==> src/rtl/instr_readback.sv <==
// instr_readback: streams a contiguous byte range of instruction BRAM out as
// {addr[23:0], data[7:0]} packets on a valid/ready interface, using a small
// internal FIFO to absorb BRAM latency and downstream back-pressure.
// Optional macro INSTR_READBACK_CHKSUM_EN appends a {24'hFFFFFF, sum8} trailer
// after the data packets; done then waits until the trailer has been popped.
module instr_readback #(
  parameter int unsigned FIFO_DEPTH = 4,
  parameter int unsigned CNT_W      = 3
) (
  input  logic        clk_user,
  input  logic        reset,
  input  logic        start,
  input  logic [23:0] base_addr,
  input  logic [23:0] length,
  output logic        busy,
  output logic        done,
  output logic        mem_rd_en,
  output logic [23:0] mem_addr,
  input  logic [7:0]  mem_rdata,
  output logic        pkt_valid,
  output logic [31:0] pkt_data,
  input  logic        pkt_ready
);

  localparam int unsigned AW    = 24;
  localparam int unsigned PW    = 32;
  localparam int unsigned PTR_W = CNT_W - 1;

  typedef enum logic [1:0] {S_IDLE, S_READ, S_DRAIN} state_t;

  state_t             state_q, state_d;
  logic [AW-1:0]      cur_addr_q, cur_addr_d;
  logic [AW-1:0]      remaining_q, remaining_d;
  logic [AW-1:0]      issued_addr_q;
  logic               rd_q;
  logic [PW-1:0]      fifo_mem [FIFO_DEPTH];
  logic [PTR_W-1:0]   wr_ptr_q, rd_ptr_q, wr_ptr_d, rd_ptr_d;
  logic [CNT_W-1:0]   count_q, count_d;

  logic               busy_d, done_d, mem_rd_en_d, pkt_valid_d;
  logic [AW-1:0]      mem_addr_d;
  logic [PW-1:0]      pkt_data_d;

  logic               start_ok, push, pop, trailer_push, trailer_ok, room;
  logic [PW-1:0]      push_word;
  logic [AW-1:0]      src_addr, src_rem;

`ifdef INSTR_READBACK_CHKSUM_EN
  logic [7:0]         sum_q;
  logic               trailer_sent_q;
`endif

  // Next-state, read issue, FIFO bookkeeping and registered-output prediction
  always_comb begin
    state_d      = state_q;
    cur_addr_d   = cur_addr_q;
    remaining_d  = remaining_q;
    mem_rd_en_d  = 1'b0;
    mem_addr_d   = mem_addr;
    done_d       = 1'b0;
    busy_d       = 1'b0;
    trailer_push = 1'b0;
    trailer_ok   = 1'b1;
    push_word    = {issued_addr_q, mem_rdata};

    start_ok = (state_q == S_IDLE) && start;
    pop      = pkt_valid && pkt_ready;

`ifdef INSTR_READBACK_CHKSUM_EN
    // Trailer goes in once every data read has landed in the FIFO
    trailer_push = (state_q == S_DRAIN) && !done && !rd_q && !mem_rd_en &&
                   !trailer_sent_q && (count_q < CNT_W'(FIFO_DEPTH));
    trailer_ok   = trailer_sent_q;
    if (!rd_q) push_word = {24'hFFFFFF, sum_q};
`endif

    push     = rd_q || trailer_push;
    count_d  = count_q + CNT_W'(push) - CNT_W'(pop);
    wr_ptr_d = wr_ptr_q + PTR_W'(push);
    rd_ptr_d = rd_ptr_q + PTR_W'(pop);

    // Room is judged on next-cycle occupancy plus the read landing next cycle
    room = ({1'b0, count_d} + (CNT_W+1)'(mem_rd_en)) < (CNT_W+1)'(FIFO_DEPTH);

    src_addr = (state_q == S_IDLE) ? base_addr : cur_addr_q;
    src_rem  = (state_q == S_IDLE) ? length    : remaining_q;

    if ((start_ok && (length != '0)) || (state_q == S_READ)) begin
      state_d     = S_READ;
      cur_addr_d  = src_addr;
      remaining_d = src_rem;
      if (room) begin
        mem_rd_en_d = 1'b1;
        mem_addr_d  = src_addr;
        cur_addr_d  = src_addr + 24'd1;
        remaining_d = src_rem - 24'd1;
        if (src_rem == 24'd1) state_d = S_DRAIN;
      end
    end

    case (state_q)
      S_IDLE: begin
        if (start_ok && (length == '0)) begin
`ifdef INSTR_READBACK_CHKSUM_EN
          state_d = S_DRAIN;
`else
          done_d  = 1'b1;
`endif
        end
      end
      S_DRAIN: begin
        if (done) begin
          state_d = S_IDLE;
        end else if ((count_d == '0) && !mem_rd_en && trailer_ok) begin
          done_d = 1'b1;
        end
      end
      default: ;
    endcase

    busy_d      = (state_d != S_IDLE) && !done_d;
    pkt_valid_d = (count_d != '0);
    pkt_data_d  = (push && (wr_ptr_q == rd_ptr_d)) ? push_word : fifo_mem[rd_ptr_d];
  end

  // Control, pointer and output registers
  always_ff @(posedge clk_user) begin
    if (reset) begin
      state_q       <= S_IDLE;
      cur_addr_q    <= '0;
      remaining_q   <= '0;
      issued_addr_q <= '0;
      rd_q          <= 1'b0;
      wr_ptr_q      <= '0;
      rd_ptr_q      <= '0;
      count_q       <= '0;
      busy          <= 1'b0;
      done          <= 1'b0;
      mem_rd_en     <= 1'b0;
      mem_addr      <= '0;
      pkt_valid     <= 1'b0;
      pkt_data      <= '0;
    end else begin
      state_q       <= state_d;
      cur_addr_q    <= cur_addr_d;
      remaining_q   <= remaining_d;
      issued_addr_q <= mem_addr;
      rd_q          <= mem_rd_en;
      wr_ptr_q      <= wr_ptr_d;
      rd_ptr_q      <= rd_ptr_d;
      count_q       <= count_d;
      busy          <= busy_d;
      done          <= done_d;
      mem_rd_en     <= mem_rd_en_d;
      mem_addr      <= mem_addr_d;
      pkt_valid     <= pkt_valid_d;
      pkt_data      <= pkt_data_d;
    end
  end

  // Packet storage; contents need no reset since pointers gate visibility
  always_ff @(posedge clk_user) begin
    if (push) fifo_mem[wr_ptr_q] <= push_word;
  end

`ifdef INSTR_READBACK_CHKSUM_EN
  // Running byte sum and trailer bookkeeping
  always_ff @(posedge clk_user) begin
    if (reset) begin
      sum_q          <= '0;
      trailer_sent_q <= 1'b0;
    end else if (start_ok) begin
      sum_q          <= '0;
      trailer_sent_q <= 1'b0;
    end else begin
      if (rd_q)         sum_q          <= sum_q + mem_rdata;
      if (trailer_push) trailer_sent_q <= 1'b1;
    end
  end
`endif

endmodule

==> config.mk <==
export PLATFORM = sky130hd
export DESIGN_NAME = instr_readback
export DESIGN_NICKNAME = d
export VERILOG_FILES = /design/src/rtl/instr_readback.sv
export SDC_FILE = /design/constraint.sdc
export NUM_CORES = 1
export LEC_CHECK = 0
export CORE_MARGIN = 2
export CORE_UTILIZATION = 45
export DETAILED_ROUTE_END_ITERATION = 8
export GPL_TIMING_DRIVEN = 0
export PLACE_DENSITY_LB_ADDON = 0.1
export SYNTH_ARGS = -nofsm -noshare
export SYNTH_HDL_FRONTEND = slang
export SYNTH_SLANG_ARGS = --single-unit
==> constraint.sdc <==
create_clock -name clk_user -period 4 [get_ports clk_user]
set_input_delay 0.4 -clock clk_user [delete_from_list [all_inputs] [get_ports clk_user]]
set_output_delay 0.4 -clock clk_user [all_outputs]
set_load 0.01 [all_outputs]
==> flow_metrics.tcl, run 1 <==
set metrics [dict create \
    vias 9995 \
    layout_common_cells "dfxtp_1 (142), edfxtp_1 (128), nor2_1 (123), clkdlybuf4s50_1 (118), nand2_1 (87)" \
    port_buffers 118 \
    p_per_area_nw_per_um2 582 \
    clockPowerShare 0.305 \
    rows 61 \
    status "complete, no violations" \
    path_clk_slew_ps 70 \
    p_leak_nw 5.38 \
    die_h_um 171 \
    synth_warnings 0 \
    ios 120 \
    drtAntennaViolNets 0 \
    crit_chain "buf_6 -> nor2_2 -> clkbuf_4 -> clkbuf_4 -> buf_4 -> mux2i_1 -> inv_1 -> ha_1 -> nand3_1 -> a2111oi_4 -> nand3_1 -> o31ai_1 -> a31oi_1" \
    power_mw 8.89 \
    maxCapViolations 0 \
    grt_max_degree 33 \
    vias_per_cell 5.94 \
    seq_power_share 0.401 \
    dpl_worst_slack_ps -503 \
    firstDrtPassIters 6 \
    synthArstFlopShare 0 \
    pwr-share-comb 0.295 \
    rsz0062_at_grt "no" \
    root_buffer "clkbuf_16" \
    cts_buffers 29 \
    grt_overflow 0 \
    finalHoldViolations 0 \
    drive_above_1_share 0.105 \
    slowest_stage "a2111oi_4" \
    setup_viol 0 \
    switchingPower_mw 2.80 \
    htree_levels 1 \
    synth_cell_types 90 \
    worst_setup_path_end_kind "register" \
    clock_skew_ps 19.1 \
    clock.fmax_mhz 262 \
    drc 0 \
    wirelength_mm 38.6 \
    wire_per_inst_um 22.9 \
    final_common_cell "dfxtp_1" \
    clock_latency_ps 550 \
    antenna_found_initial 0 \
    crit_family "buffers and inverters" \
    dp_cells 1631 \
    yosysSeqAreaShare 0.535 \
    synthCells 1130 \
    grt_pass1_wl_mm 57.7 \
    relSlewSlack 0.340 \
    synth-edff-count 128 \
    nets 1352 \
    final-max-slew-violation-count 0 \
    post_cts_buffers 0 \
    worstMarginPinSlew_ps 990 \
    grt_pass1_vias 9673 \
    hold_class "reg -> reg" \
    final_cells 1684 \
    filler_cell_count 2411 \
    core_area_sq_um 27600 \
    gr-usage-all-layers 0.264 \
    fin_crit_ps 3820 \
    setup.worst_path.start_class "register" \
    synth.avg_cell_area_sq_um 11.1 \
    crit_fanout 10 \
    initial_core_util 0.454 \
    fp.dieArea_sq_um 29100 \
    p_sw_frac 0.315 \
    tns_ps 0 \
    diodes 0 \
    crit_required_ps 4400 \
    min_period_over_period 0.954 \
    utilization 0.554 \
    arrival_ps 4220 \
    gp_congestion 0.941 \
    critical_path_buf_inv_count 5 \
    final.setup.worst_slack_ps 183 \
    drt_iter0_drc 871 \
    syn2layout_area_growth_pct 22.1 \
    hpwl_mm 27.2 \
    cts_tree "yes" \
    synth_area_sq_um 12500 \
    peakVddDrop_mv 0.318 \
    cts_sinks 270 \
    synth_nets 1198 \
    yosys_register_bits 270 \
    synth_ff_type "dfxtp_1" \
    cpPeakStageDelay_ps 500 \
    p_int_mw 6.09 \
    die_w_um 171 \
    clock_path_buffers 3 \
    crit_type "reg -> reg" \
]
==> stage by stage <==
stage	instance area [sq um]	hold slack (ps)
after global placement	14200	447
final	15300	464
after global routing	15300	501
after CTS	15300	471
after detailed placement	14300	461
after floorplan	12500	430
==> registers in the layout, indices dropped and copies added (netlist names), 3 cells and up <==
name           cells
pkt_data          32
count_q            3
issued_addr_q     24
fifo_mem         128
mem_addr          24
remaining_q       24
cur_addr_q        24
==> power groups by stage <==
stage | combinational [mW] | sequential (mW) | clock [mW]
2_1_floorplan | 1.54 | 3.62 | 0
3_3_place_gp | 2.57 | 3.62 | 0
3_5_place_dp | 2.62 | 3.63 | 0
4_1_cts | 2.63 | 3.57 | 2.76
5_1_grt | 2.85 | 3.61 | 2.86
6_report | 2.62 | 3.56 | 2.71
==> cells in the mapped netlist, types with 7 or more instances <==
| cell | count | area share |
|---|---|---|
| ha_1 | 7 | 0.0070 |
| clkbuf_1 | 46 | 0.014 |
| buf_1 | 13 | 0.0039 |
| nor4_1 | 13 | 0.0065 |
| nand4_1 | 11 | 0.0055 |
| nor2b_1 | 32 | 0.016 |
| mux2_2 | 7 | 0.0063 |
| a21oi_1 | 60 | 0.024 |
| o211ai_1 | 9 | 0.0054 |
| nor4b_1 | 19 | 0.013 |
| inv_1 | 13 | 0.0039 |
| nor2_1 | 126 | 0.038 |
| a211oi_1 | 19 | 0.011 |
| o31ai_1 | 7 | 0.0042 |
| dfxtp_1 | 142 | 0.23 |
| or3_1 | 9 | 0.0045 |
| nor3_1 | 24 | 0.0096 |
| o21ai_1 | 11 | 0.0044 |
| mux4_2 | 32 | 0.058 |
| edfxtp_1 | 128 | 0.31 |
| a311oi_1 | 15 | 0.011 |
| nand2_1 | 87 | 0.026 |
| nand3_1 | 29 | 0.012 |
| o21ai_0 | 21 | 0.0084 |
| mux2i_1 | 49 | 0.039 |
| and2_1 | 12 | 0.0060 |
| a2bb2oi_1 | 9 | 0.0063 |
| a221oi_1 | 9 | 0.0063 |
| nand2b_1 | 9 | 0.0045 |
| a31oi_1 | 23 | 0.012 |
| buf_2 | 14 | 0.0056 |
==> routing by layer <==
metal,GRT usage,vias up,wire (um)
met3,0.0347,116,2520
met4,0.123,0,1760
li1,-,4616,-
met1,0.328,4818,15600
met5,0,-,0
met2,0.456,445,18700
==> logic make-up (layout without fill, tap and decap cells) <==
logic type,after synthesis,count (layout),share of synthesized area
AOI/OAI and AO/OA,245,245,0.137
muxes,91,91,0.107
buffers and inverters,91,267,0.0317
xor gates and xnor gates,9,9,0.00740
DFF,270,270,0.535
and+or+nand+nor,416,416,0.174
adders and majority gates,8,8,0.00860
==> final timing paths <==
| kind | endpoint | depth (start not counted) | slack, ps | start |
|---|---|---|---|---|
| worst min register to register | cur_addr_q[7]$_SDFFE_PP0N_ | 2 | 460 | cur_addr_q[7]$_SDFFE_PP0N_ |
| worst max register to register | cur_addr_q[22]$_SDFFE_PP0N_ | 13 | 180 | state_q[0]$_SDFF_PP0_ |
| worst max-delay path | cur_addr_q[22]$_SDFFE_PP0N_ | 13 | 180 | state_q[0]$_SDFF_PP0_ |
| worst min-delay path | cur_addr_q[7]$_SDFFE_PP0N_ | 2 | 460 | cur_addr_q[7]$_SDFFE_PP0N_ |
==> layout make-up <==
| class | count | area (sq um) | area share |
|---|---|---|---|
| repair buffers | 123 | 1270 | 0.0832 |
| flip-flops and latches | 270 | 6690 | 0.438 |
| well taps | 378 | 473 | 0.0310 |
| clock buffers | 39 | 803 | 0.0526 |
| multi-input cells | 769 | 5460 | 0.358 |
| clock inverters | 14 | 165 | 0.0108 |
| plain buffers | 78 | 362 | 0.0237 |
| inverters | 13 | 48.8 | 0.00320 |
==> worst register-to-register path, cell delays in order, from the launching register on <==
cell and delay (ps):
dfxtp_1 360, buf_6 180, nor2_2 280, clkbuf_4 340, clkbuf_4 300, buf_4 300
mux2i_1 170, inv_1 110, ha_1 190, nand3_1 280, a2111oi_4 500, nand3_1 250
o31ai_1 310, a31oi_1 110
==> what timing repair did <==
action,in CTS,in global routing
gates cloned,0,0
hold buffers,0,0
pin swaps,1,0
endpoints found under the setup margin,10,17
resized for setup,5,6
Power figures use the tool's default switching activity.
==> run 2, diff against run 1 <==
--- a/config.mk
+++ b/config.mk
@@ -6,8 +6,9 @@
 export NUM_CORES = 1
 export LEC_CHECK = 0
 export CORE_MARGIN = 2
-export CORE_UTILIZATION = 45
+export CORE_UTILIZATION = 50
 export DETAILED_ROUTE_END_ITERATION = 8
+export DONT_BUFFER_PORTS = 1
 export GPL_TIMING_DRIVEN = 0
 export PLACE_DENSITY_LB_ADDON = 0.1
 export SYNTH_ARGS = -nofsm -noshare
==> flow_metrics.tcl, run 2 (synthesis gave the netlist of run 1 again) <==
set metrics [dict create \
    diodes 0 \
    placed_area_sq_um 13000 \
    wire_per_inst_um 24.7 \
    syn2layout_area_growth_pct 12.8 \
    finalHoldViolations 0 \
    maxCapViolations 0 \
    port_buffers 0 \
    antenna_found_initial 1 \
    clock_skew_ps 23.2 \
    gp_congestion 0.977 \
    root_buffer "clkbuf_16" \
    clockPowerShare 0.319 \
    clock_latency_ps 560 \
    top_regs "fifo_mem x128, pkt_data x32" \
    switchingPower_mw 2.74 \
    die_w_um 162 \
    crit_fanout 10 \
    firstDrtPassIters 5 \
    fp.dieArea_sq_um 26300 \
    worstMarginPinSlew_ps 946 \
    drt_iter0_drc 997 \
    regMostFlops "fifo_mem" \
    p_per_area_nw_per_um2 603 \
    wirelength_mm 37.5 \
    cts_buffers 29 \
    crit_type "reg -> reg" \
    p_sw_frac 0.322 \
    layout_common_cells "dfxtp_1 (142), edfxtp_1 (128), nor2_1 (123), nand2_1 (87), a21oi_1 (60)" \
    final-max-slew-violation-count 0 \
    fin_crit_ps 3830 \
    peakVddDrop_mv 0.530 \
    final_common_cell "dfxtp_1" \
    vias 9757 \
    grt_max_degree 33 \
    dp_cells 1459 \
    finalInstanceArea_sq_um 14100 \
    pwr-share-comb 0.248 \
    hold_class "in -> reg" \
    dr_wl_met3_mm 3.60 \
    largest_reg_flops 128 \
    gr-usage-all-layers 0.284 \
    ios 120 \
    cts_tree "yes" \
    p_leak_nw 4.97 \
    path_clk_slew_ps 70 \
    final_cells 1523 \
    filler_cell_count 2092 \
    status "complete, no violations" \
    setup.worst_path.start_class "register" \
    rows 57 \
    highest_layer "met4" \
    grt_pass1_wl_mm 56.8 \
    htree_levels 1 \
    cts_sinks 270 \
    drtAntennaViolNets 0 \
    hold_ws_ps 10.7 \
    grt_pass1_vias 9423 \
    post_cts_buffers 0 \
    final.setup.worst_slack_ps 172 \
    crit_required_ps 4470 \
    drc 0 \
    die_h_um 162 \
    seq_power_share 0.433 \
    core_area_sq_um 24500 \
    min_period_over_period 0.957 \
    clock_path_buffers 3 \
    clock.fmax_mhz 261 \
    grt_overflow 0 \
    relSlewSlack 0.370 \
    rsz0062_at_grt "no" \
    setup_viol 0 \
    vias_per_cell 6.41 \
    dpl_worst_slack_ps -186 \
    drt-met1-wl_mm 15.0 \
    arrival_ps 4300 \
    worst_setup_path_end_kind "register" \
    initial_core_util 0.511 \
    hpwl_mm 26.1 \
    p_int_mw 5.77 \
    dr_wl_met2_mm 17.5 \
    power_mw 8.51 \
    nets 1244 \
    drive_above_1_share 0.111 \
]
-- run 2: cell types whose count changed in the layout (fill, tap and decap cells not counted), sizes merged --
cell and delta:
clkdlybuf4s50 -118, dlygate4sd3 +10, clkinv -1, clkinvlp +1, inv +1
-- run 2: metrics by stage --
step	TNS, ps	util
2_1_floorplan	0	-
3_3_place_gp	-33690	0.528
3_5_place_dp	-1750	0.532
4_1_cts	0	0.576
5_1_grt	0	0.577
6_report	0	0.577
-- run 2: layout make-up --
type                            instances  area (sq um)  share of cell area
Tap cell                              324           405              0.0287
Buffer                                 78           362              0.0256
Clock buffer                           39           805              0.0570
Clock inverter                         15           164              0.0116
Multi-Input combinational cell        769          5460               0.387
Timing Repair Buffer                   15           185              0.0131
Sequential cell                       270          6690               0.474
Inverter                               13          48.8             0.00346
-- run 2: path summary, 6_finish.rpt --
check                                                start                           to  slack, ps  cells past startpoint
worst max-delay path                 state_q[1]$_SDFF_PP0_  cur_addr_q[14]$_SDFFE_PP0N_        170                     13
worst min-delay path                         base_addr[14]    mem_addr[14]$_SDFFE_PP0P_         10                      2
worst min register to register  cur_addr_q[7]$_SDFFE_PP0N_   cur_addr_q[7]$_SDFFE_PP0N_        460                      2
worst max register to register       state_q[1]$_SDFF_PP0_  cur_addr_q[14]$_SDFFE_PP0N_        170                     13
-- run 2: per-layer routing --
layer  track usage  up-vias
met2         0.465      500
met1         0.374     4729
met5             0        -
met4         0.101        0
met3        0.0605      117
li1              -     4411
-- run 2: timing repair --
| item | in CTS | in global routing |
|---|---|---|
| resized for setup | 4 | 7 |
| endpoints found under the setup margin | 12 | 26 |
| pin swaps | 0 | 1 |
| hold buffers | 10 | 0 |
| endpoints found under the hold margin | 34 | 0 |
-- run 2: worst max-delay path, stage by stage, from the launching register on --
cell and delay [ps]:
dfxtp_1 370, buf_6 180, nor2_2 270, clkbuf_4 320, clkbuf_4 310, buf_4 290
mux2i_1 150, inv_1 100, ha_1 180, nand3_1 270, or3_1 520, nor3_1 300
mux2_2 380, a21oi_1 110
-- run 2: power by group through the flow --
stage | Sequential, mW | Clock (mW) | Combinational [mW]
after detailed placement | 3.75 | 0 | 2.07
after global placement | 3.74 | 0 | 2.03
final | 3.69 | 2.71 | 2.12
after global routing | 3.73 | 2.86 | 2.30
after floorplan | 3.62 | 0 | 1.54
after CTS | 3.69 | 2.74 | 2.10
==> run 3, diff against run 2 <==
--- a/config.mk
+++ b/config.mk
@@ -10,6 +10,7 @@
 export DETAILED_ROUTE_END_ITERATION = 8
 export DONT_BUFFER_PORTS = 1
 export GPL_TIMING_DRIVEN = 0
+export HOLD_SLACK_MARGIN = 0.06
 export PLACE_DENSITY_LB_ADDON = 0.1
 export SYNTH_ARGS = -nofsm -noshare
 export SYNTH_HDL_FRONTEND = slang
==> flow_metrics.tcl, run 3 (synthesis gave the netlist of run 1 again) <==
set metrics [dict create \
    status "complete, no violations" \
    clock_path_buffers 3 \
    die_h_um 162 \
    regMostFlops "fifo_mem" \
    largest_reg_flops 128 \
    peakVddDrop_mv 0.533 \
    crit_type "reg -> reg" \
    min_period_over_period 0.963 \
    htree_levels 1 \
    filler_cell_count 2090 \
    grt_overflow 0 \
    grt_max_degree 33 \
    power_mw 8.54 \
    die_w_um 162 \
    initial_core_util 0.511 \
    cts_buffers 29 \
    wire_per_inst_um 24.6 \
    port_buffers 0 \
    gr-usage-all-layers 0.287 \
    post_cts_buffers 0 \
    r2r_cells 13 \
    fin_crit_ps 3850 \
    min_to "remaining_q[18]$_SDFFE_PP0N_" \
    hold_ws_ps 77.5 \
    multi_input_area_sq_um 5460 \
    top_regs "fifo_mem x128, pkt_data x32" \
    firstDrtPassIters 6 \
    ios 120 \
    drt_iter0_drc 1149 \
    fp.dieArea_sq_um 26300 \
    vias_per_cell 6.36 \
    final-max-slew-violation-count 0 \
    core_area_sq_um 24500 \
    wirelength_mm 37.9 \
    root_buffer "clkbuf_16" \
    worstMarginPinSlew_ps 939 \
    arrival_ps 4320 \
    vias 9803 \
    final_common_cell "dfxtp_1" \
    clock.fmax_mhz 260 \
    grt_pass1_wl_mm 57.6 \
    drc 0 \
    clock_latency_ps 560 \
    grt_pass1_vias 9493 \
    worstHoldPathCells 2 \
    clock_skew_ps 22.4 \
    p_leak_nw 5.04 \
    min_from "length[18]" \
    relSlewSlack 0.374 \
    setup_viol 0 \
    crit_required_ps 4470 \
    worst_setup_path_end_kind "register" \
    nets 1261 \
    path_clk_slew_ps 70 \
    hpwl_mm 26.1 \
    p_per_area_nw_per_um2 598 \
    maxCapViolations 0 \
    hold_class "in -> reg" \
    finalHoldViolations 0 \
    gp_congestion 0.977 \
    antenna_found_initial 2 \
    cts_tree "yes" \
    regArea_sq_um 6690 \
    rows 57 \
    drive_above_1_share 0.109 \
    r2r-end "cur_addr_q[14]$_SDFFE_PP0N_" \
    layout_common_cells "dfxtp_1 (142), edfxtp_1 (128), nor2_1 (123), nand2_1 (87), a21oi_1 (60)" \
    drtAntennaViolNets 0 \
    syn2layout_area_growth_pct 14.2 \
    rrSetupSlack_ps 150 \
    crit_fanout 10 \
    cts_sinks 270 \
    rsz0062_at_grt "no" \
    setup.worst_path.start_class "register" \
    r2r_start "state_q[1]$_SDFF_PP0_" \
]
==> run 3: cell types whose count changed in the layout (fill, tap and decap cells not counted) <==
cell / change
diode_2: +2
dlygate4sd3_1: +17
==> run 3: critical path, stage by stage, from the launching register on <==
cell      delay, ps
dfxtp_1         370
buf_6           180
nor2_2          270
clkbuf_4        320
clkbuf_4        300
buf_4           300
mux2i_1         150
inv_1           100
ha_1            180
nand3_1         280
or3_1           530
nor3_1          300
mux2_2          370
a21oi_1         110
==> run 3: worst max-delay path by stage <==
| stage | start | endpoint | slack, ps | depth (start not counted) |
|---|---|---|---|---|
| after floorplan | pkt_ready | cur_addr_q[14]$_SDFFE_PP0N_ | 770 | 12 |
| after global placement | push$_SDFF_PP0_ | fifo_mem[0][5]$_DFFE_PP_ | -1020 | 2 |
| after detailed placement | pkt_ready | mem_addr[16]$_SDFFE_PP0P_ | -190 | 13 |
| after CTS | state_q[1]$_SDFF_PP0_ | cur_addr_q[14]$_SDFFE_PP0N_ | 20 | 13 |
| after global routing | state_q[1]$_SDFF_PP0_ | remaining_q[14]$_SDFFE_PP0N_ | 30 | 13 |
| final | state_q[1]$_SDFF_PP0_ | cur_addr_q[14]$_SDFFE_PP0N_ | 150 | 13 |
==> run 3: timing repair <==
item,in CTS,in global routing
hold endpoints to repair,65,0
gates resized for setup,4,7
pin swaps,0,1
cloned,0,0
hold buffers,27,0
setup endpoints to repair,12,30
==> run 3: report_power, final <==
part / internal (mW) / switching (mW) / total [mW] / leakage [nW]
clock network: 1.61 / 1.11 / 2.71 / 0.465
logic: 0.870 / 1.27 / 2.14 / 2.22
registers: 3.31 / 0.381 / 3.69 / 2.35
total: 5.78 / 2.76 / 8.54 / 5.04
==> run 3: metal layers <==
metal	track usage	vias up	share of wire
li1	-	4449	-
met4	0.110	0	0.040
met5	0	-	0
met2	0.465	501	0.46
met1	0.385	4742	0.41
met3	0.0546	111	0.088
==> run 3: area by class of cell <==
class	instances	area share
Timing Repair Buffer	32	0.0249
Clock inverter	15	0.0115
Clock buffer	39	0.0563
Antenna cell	2	0.000350
Buffer	78	0.0253
Tap cell	324	0.0284
Inverter	13	0.00342
Multi-Input combinational cell	769	0.382
Sequential cell	270	0.468
==> run 3: metrics by stage <==
step                worst slack [ps]  instance area (sq um)  cells  setup TNS, ps   util
CTS                             20.9                  14300   1540              0  0.583
detailed placement              -186                  13000   1459          -1750  0.532
global route                    34.7                  14300   1542              0  0.584
finish                           148                  14300   1542              0  0.584
global placement               -1020                  12900   1454         -33690  0.528
floorplan                        768                  12500   1130              0      -
